`src/rtl/uart_tx_arbiter_if.sv`:
```
// Handshake bundle between the UART TX arbiter, its byte producers and the serializer.
// master = arbiter side, slave = producers/serializer side.
interface uart_tx_arbiter_if #(
    parameter int SIZE  = 8,
    parameter int N_REQ = 4
);
    localparam int IDX_W = $clog2(N_REQ);

    logic [N_REQ-1:0]      REQ;
    logic [N_REQ-1:0]      LOCK;
    logic [N_REQ*SIZE-1:0] DATA;
    logic [N_REQ-1:0]      ACK;
    logic [SIZE-1:0]       TXDATA;
    logic                  TX_RQ;
    logic                  TX_BUSY;
    logic [IDX_W-1:0]      OWNER;
    logic                  ACTIVE;

    modport master (
        input  REQ, LOCK, DATA, TX_BUSY,
        output ACK, TXDATA, TX_RQ, OWNER, ACTIVE
    );

    modport slave (
        output REQ, LOCK, DATA, TX_BUSY,
        input  ACK, TXDATA, TX_RQ, OWNER, ACTIVE
    );
endinterface

```
`src/rtl/uart_tx_arbiter.sv`:
```
// Shares one UART TX serializer between N_REQ byte producers (round-robin, with owner lock).
// Define UART_TX_ARB_FIXED_PRIO_EN to replace round-robin with fixed lowest-index priority.
module uart_tx_arbiter #(
    parameter int SIZE  = 8,
    parameter int N_REQ = 4
) (
    input  logic               CLK,
    input  logic               R,
    uart_tx_arbiter_if.master  bus
);
    localparam int IDX_W = $clog2(N_REQ);

    typedef enum logic [1:0] {IDLE, LAUNCH, SEND} state_t;

    state_t            state;
    logic [SIZE-1:0]   txdata_q;
    logic              tx_rq_q;
    logic [N_REQ-1:0]  ack_q;
    logic [IDX_W-1:0]  owner_q;
    logic              active_q;

    logic [IDX_W-1:0]  winner;
    logic [IDX_W-1:0]  grant_idx;
    logic              relock;
    logic              do_grant;

`ifdef UART_TX_ARB_FIXED_PRIO_EN
    always_comb begin
        winner = '0;
        for (int i = N_REQ - 1; i >= 0; i--) begin
            if (bus.REQ[IDX_W'(i)]) winner = IDX_W'(i);
        end
    end
`else
    logic [IDX_W-1:0] last_q;

    // Search begins just after the previous winner and wraps around.
    always_comb begin
        logic found;
        int   idx;
        winner = last_q;
        found  = 1'b0;
        idx    = 0;
        for (int i = 1; i <= N_REQ; i++) begin
            idx = (int'(last_q) + i) % N_REQ;
            if (!found && bus.REQ[IDX_W'(idx)]) begin
                winner = IDX_W'(idx);
                found  = 1'b1;
            end
        end
    end
`endif

    assign relock    = bus.LOCK[owner_q] & bus.REQ[owner_q];
    assign grant_idx = (state == SEND) ? owner_q : winner;
    assign do_grant  = !bus.TX_BUSY &&
                       (((state == IDLE) && (|bus.REQ)) || ((state == SEND) && relock));

    // A grant from IDLE and a lock regrant at the end of SEND take identical actions.
    always_ff @(posedge CLK or posedge R) begin
        if (R) begin
            state    <= IDLE;
            txdata_q <= '0;
            tx_rq_q  <= 1'b0;
            ack_q    <= '0;
            owner_q  <= '0;
            active_q <= 1'b0;
`ifndef UART_TX_ARB_FIXED_PRIO_EN
            last_q   <= IDX_W'(N_REQ - 1);
`endif
        end else begin
            ack_q <= '0;
            if (do_grant) begin
                txdata_q <= bus.DATA[int'(grant_idx)*SIZE +: SIZE];
                ack_q    <= {{(N_REQ-1){1'b0}}, 1'b1} << grant_idx;
                tx_rq_q  <= 1'b1;
                owner_q  <= grant_idx;
                active_q <= 1'b1;
`ifndef UART_TX_ARB_FIXED_PRIO_EN
                last_q   <= grant_idx;
`endif
                state    <= LAUNCH;
            end else begin
                case (state)
                    IDLE: ;
                    LAUNCH: begin
                        // Drop TX_RQ once the serializer has started, so it does not restart.
                        if (bus.TX_BUSY) begin
                            tx_rq_q <= 1'b0;
                            state   <= SEND;
                        end
                    end
                    SEND: begin
                        if (!bus.TX_BUSY) begin
                            active_q <= 1'b0;
                            state    <= IDLE;
                        end
                    end
                    default: state <= IDLE;
                endcase
            end
        end
    end

    assign bus.ACK    = ack_q;
    assign bus.TXDATA = txdata_q;
    assign bus.TX_RQ  = tx_rq_q;
    assign bus.OWNER  = owner_q;
    assign bus.ACTIVE = active_q;

endmodule

```
`src/flat_wrapper.sv`:
```
// flat-port wrapper written by rule: the top's interface ports become plain ports
module uart_tx_arbiter_flat 
#(
    parameter int SIZE  = 8,
    parameter int N_REQ = 4
)
  (CLK, R, bus_REQ, bus_LOCK, bus_DATA, bus_TX_BUSY, bus_ACK, bus_TXDATA, bus_TX_RQ, bus_OWNER, bus_ACTIVE);
  uart_tx_arbiter_if #(.SIZE(SIZE), .N_REQ(N_REQ)) bus_i ();
  input  logic CLK;
  input  logic R;
  input wire logic [$bits(bus_i.REQ)-1:0] bus_REQ;
  input wire logic [$bits(bus_i.LOCK)-1:0] bus_LOCK;
  input wire logic [$bits(bus_i.DATA)-1:0] bus_DATA;
  input wire logic [$bits(bus_i.TX_BUSY)-1:0] bus_TX_BUSY;
  output wire logic [$bits(bus_i.ACK)-1:0] bus_ACK;
  output wire logic [$bits(bus_i.TXDATA)-1:0] bus_TXDATA;
  output wire logic [$bits(bus_i.TX_RQ)-1:0] bus_TX_RQ;
  output wire logic [$bits(bus_i.OWNER)-1:0] bus_OWNER;
  output wire logic [$bits(bus_i.ACTIVE)-1:0] bus_ACTIVE;
  assign bus_i.REQ = bus_REQ;
  assign bus_i.LOCK = bus_LOCK;
  assign bus_i.DATA = bus_DATA;
  assign bus_i.TX_BUSY = bus_TX_BUSY;
  assign bus_ACK = bus_i.ACK;
  assign bus_TXDATA = bus_i.TXDATA;
  assign bus_TX_RQ = bus_i.TX_RQ;
  assign bus_OWNER = bus_i.OWNER;
  assign bus_ACTIVE = bus_i.ACTIVE;
  uart_tx_arbiter #(.SIZE(SIZE), .N_REQ(N_REQ)) u_core (.CLK(CLK), .R(R), .bus(bus_i));
endmodule
```
`config.mk`:
```
export PLATFORM = sky130hd
export DESIGN_NAME = uart_tx_arbiter_flat
export DESIGN_NICKNAME = d
export VERILOG_FILES = /design/src/rtl/uart_tx_arbiter_if.sv /design/src/rtl/uart_tx_arbiter.sv /design/src/flat_wrapper.sv
export SDC_FILE = /design/constraint.sdc
export NUM_CORES = 1
export LEC_CHECK = 0
export ABC_AREA = 1
export CORE_ASPECT_RATIO = 0.9
export CORE_MARGIN = 5
export CORE_UTILIZATION = 45
export CTS_BUF_LIST = sky130_fd_sc_hd__clkbuf_4 sky130_fd_sc_hd__clkbuf_8
export DETAILED_ROUTE_END_ITERATION = 6
export GPL_TIMING_DRIVEN = 0
export MAX_ROUTING_LAYER = met4
export PLACE_DENSITY = 0.84
export SLEW_MARGIN = 20
export SYNTH_ARGS = -nofsm -noshare
export SYNTH_HDL_FRONTEND = slang
export SYNTH_SLANG_ARGS = --single-unit
```
`constraint.sdc`:
```
create_clock -name CLK -period 2.5 [get_ports CLK]
set_input_delay 0.25 -clock CLK [delete_from_list [all_inputs] [get_ports CLK]]
set_output_delay 0.25 -clock CLK [all_outputs]
set_load 0.005 [all_outputs]
```
==> results.json <==
{
  "tightest_slew_ns": 0.746,
  "final_layout_size_suffix_gt1_share_pct": 9.49,
  "track_usage_pct": 19.5,
  "fin_crit_ns": 2.01,
  "worstPathMaxFanout": 9,
  "ys_seq_area_share_pct": 36.2,
  "powerDensity_mw_per_mm2": 1380,
  "clock_latency_ns": 0.31,
  "fp.dieArea_mm2": 0.00430,
  "fmax_mhz": 499,
  "relSlewSlack_pct": 50.2,
  "clock_sinks": 20,
  "setup_tns_ns": 0,
  "grt_start_max_net_pins": 21,
  "final_cell_mix": "nand2_1, clkdlybuf4s50_1, nand3_1",
  "drv_cap": 0,
  "hold_path_class": "primary input to async pin",
  "hold_violations": 0,
  "cts-htree-levels": 1,
  "antenna_found_initial": 0,
  "crit_required_ns": 2.70,
  "layout_commonest_cell": "nand2_1",
  "syn_inst": 212,
  "cp-startpoint": "u_core.last_q[0]",
  "rsz0062_at_grt": "no",
  "die_h_um": 62.7,
  "leakage_nw": 1.04,
  "drc": 0,
  "drtPass1Iterations": 4,
  "clockBufferDepth": 2,
  "clkTransAtPathRegs_ns": 0.12,
  "dp_hpwl_mm": 3.03,
  "io_buffer_count": 58,
  "ys_ff_latch": 20,
  "vdd_drop_max_mv": 0.767,
  "drv_slew": 0,
  "yosysWarnings": 0,
  "finClkSkew_ns": 0.0106,
  "grt_pass1_wl_mm": 6.34,
  "final_nets": 318,
  "vias": 1592,
  "syn-cell-area_mm2": 0.00139,
  "wire_per_inst_um": 12.3,
  "wirelength_mm": 3.89,
  "dp.cells": 312,
  "synth_area_per_cell_um2": 6.56,
  "io_pins": 59,
  "reg2reg_from": "u_core.last_q[0]",
  "setup_viol": 0,
  "drtIter0Drc": 62,
  "cts_tree": "done",
  "start_util_pct": 46.0,
  "cts_buffers": 3,
  "rows": 19,
  "first_global_vias": 1532,
  "worstSetupPathType": "flop to flop",
  "post_synth_num_cell_types": 20,
  "cts-resized-gates": 0,
  "startpoint_type": "flop",
  "post_cts_buffers": 0,
  "arrival_ns": 2.21,
  "cts_root_buf": "clkbuf_4",
  "grt_overflow": 0,
  "stdcell_count": 316,
  "whs_ns": 0.355,
  "synth_nets": 255,
  "hold_buffers": 0,
  "fin_util_pct": 68.8,
  "area_growth_pct": 49.3,
  "status": "completed",
  "core_mm2": 0.00302,
  "finalCritPeriodShare_pct": 80.2,
  "cp-end-kind": "flop",
  "antenna_cells": 0,
  "via_per_inst": 5.04,
  "gp_congestion": 0.887,
  "postRouteAntennaNets": 0,
  "die_x_um": 68.6
}
[state kept, by name, summed over array words and instances, names as in the netlist]
| signal | flops |
|---|---|
| u_core.bus.OWNER | 2 |
| u_core.bus.ACTIVE | 1 |
| u_core.bus.ACK | 4 |
| u_core.state | 2 |
| u_core.bus.TXDATA | 8 |
| u_core.last_q | 2 |
| u_core.bus.TX_RQ | 1 |
[final cells by class]
class                           instances  area (um^2)
Timing Repair Buffer                   58          581
Fill cell                             283          943
Sequential cell                        20          503
Clock inverter                          1         30.0
Multi-Input combinational cell        161          749
Clock buffer                            3         22.5
Inverter                               27          104
Tap cell                               42         52.6
Buffer                                  4         33.8
[where the power goes]
group	leakage [nW]	switching [mW]	internal, mW
Combinational	0.769	1.20	0.804
Clock	0.0279	0.102	0.162
Sequential	0.243	0.100	0.494
[cells by family after synthesis]
logic type	Yosys count	synth area share, %
AOI/OAI and AO/OA	12	4.50
buffers and inverters	31	9.90
DFF	20	36.2
and+or+nand+nor	149	49.4
[stage by stage]
step / cell area, um^2 / setup WS [ns] / total power [mW]
3_3_place_gp: 2020 / 0.506 / 2.54
3_5_place_dp: 2020 / 0.483 / 2.58
6_report: 2080 / 0.494 / 2.86
2_1_floorplan: 1390 / 0.811 / 1.94
4_1_cts: 2080 / 0.489 / 2.87
5_1_grt: 2080 / 0.307 / 3.16
[layer usage]
layer / vias to the layer above / global-route usage, % / part of all wire (%)
met5: - / - / 0
met4: 0 / 3.72 / 0.57
met3: 4 / 4.68 / 7.6
met2: 55 / 31.5 / 48
met1: 735 / 24.5 / 44
li1: 798 / - / -
[cells in the mapped netlist (all sizes together)]
cell | count | area (um^2)
nand2 | 94 | 393
nand3 | 46 | 255
inv | 27 | 104
dfrtp | 18 | 450
o21ai | 8 | 40.0
nor2 | 7 | 26.3
a21oi | 3 | 15.0
buf | 3 | 30.0
dfstp | 2 | 52.6
clkbuf | 1 | 3.75
nand4 | 1 | 6.26
nor4 | 1 | 6.26
o21bai | 1 | 7.51
[worst max-delay path: stages, from the launching register on]
cell and delay (ns):
dfstp_2 0.56, buf_6 0.14, inv_4 0.06, nand2_1 0.05
nand2_1 0.08, nand2_2 0.09, nand2_2 0.06, inv_2 0.09
nand3_1 0.14, nand3_4 0.18, nand2_4 0.11, nand2_1 0.08
nand3_1 0.09, nand3_1 0.10, nand2_1 0.05
[final timing paths]
path	cells past startpoint	slack, ns	end
setup / recovery	14	0.49	u_core.bus.TXDATA[5]
hold / removal	2	0.35	u_core.bus.ACK[1]
setup reg to reg	14	0.49	u_core.bus.TXDATA[5]
hold reg to reg	2	0.49	u_core.bus.TXDATA[5]
max in group asynchronous	2	1.67	u_core.bus.TXDATA[5]
min in group CLK	2	0.49	u_core.bus.TXDATA[5]
Note: power is estimated with default switching activity, not from simulation.
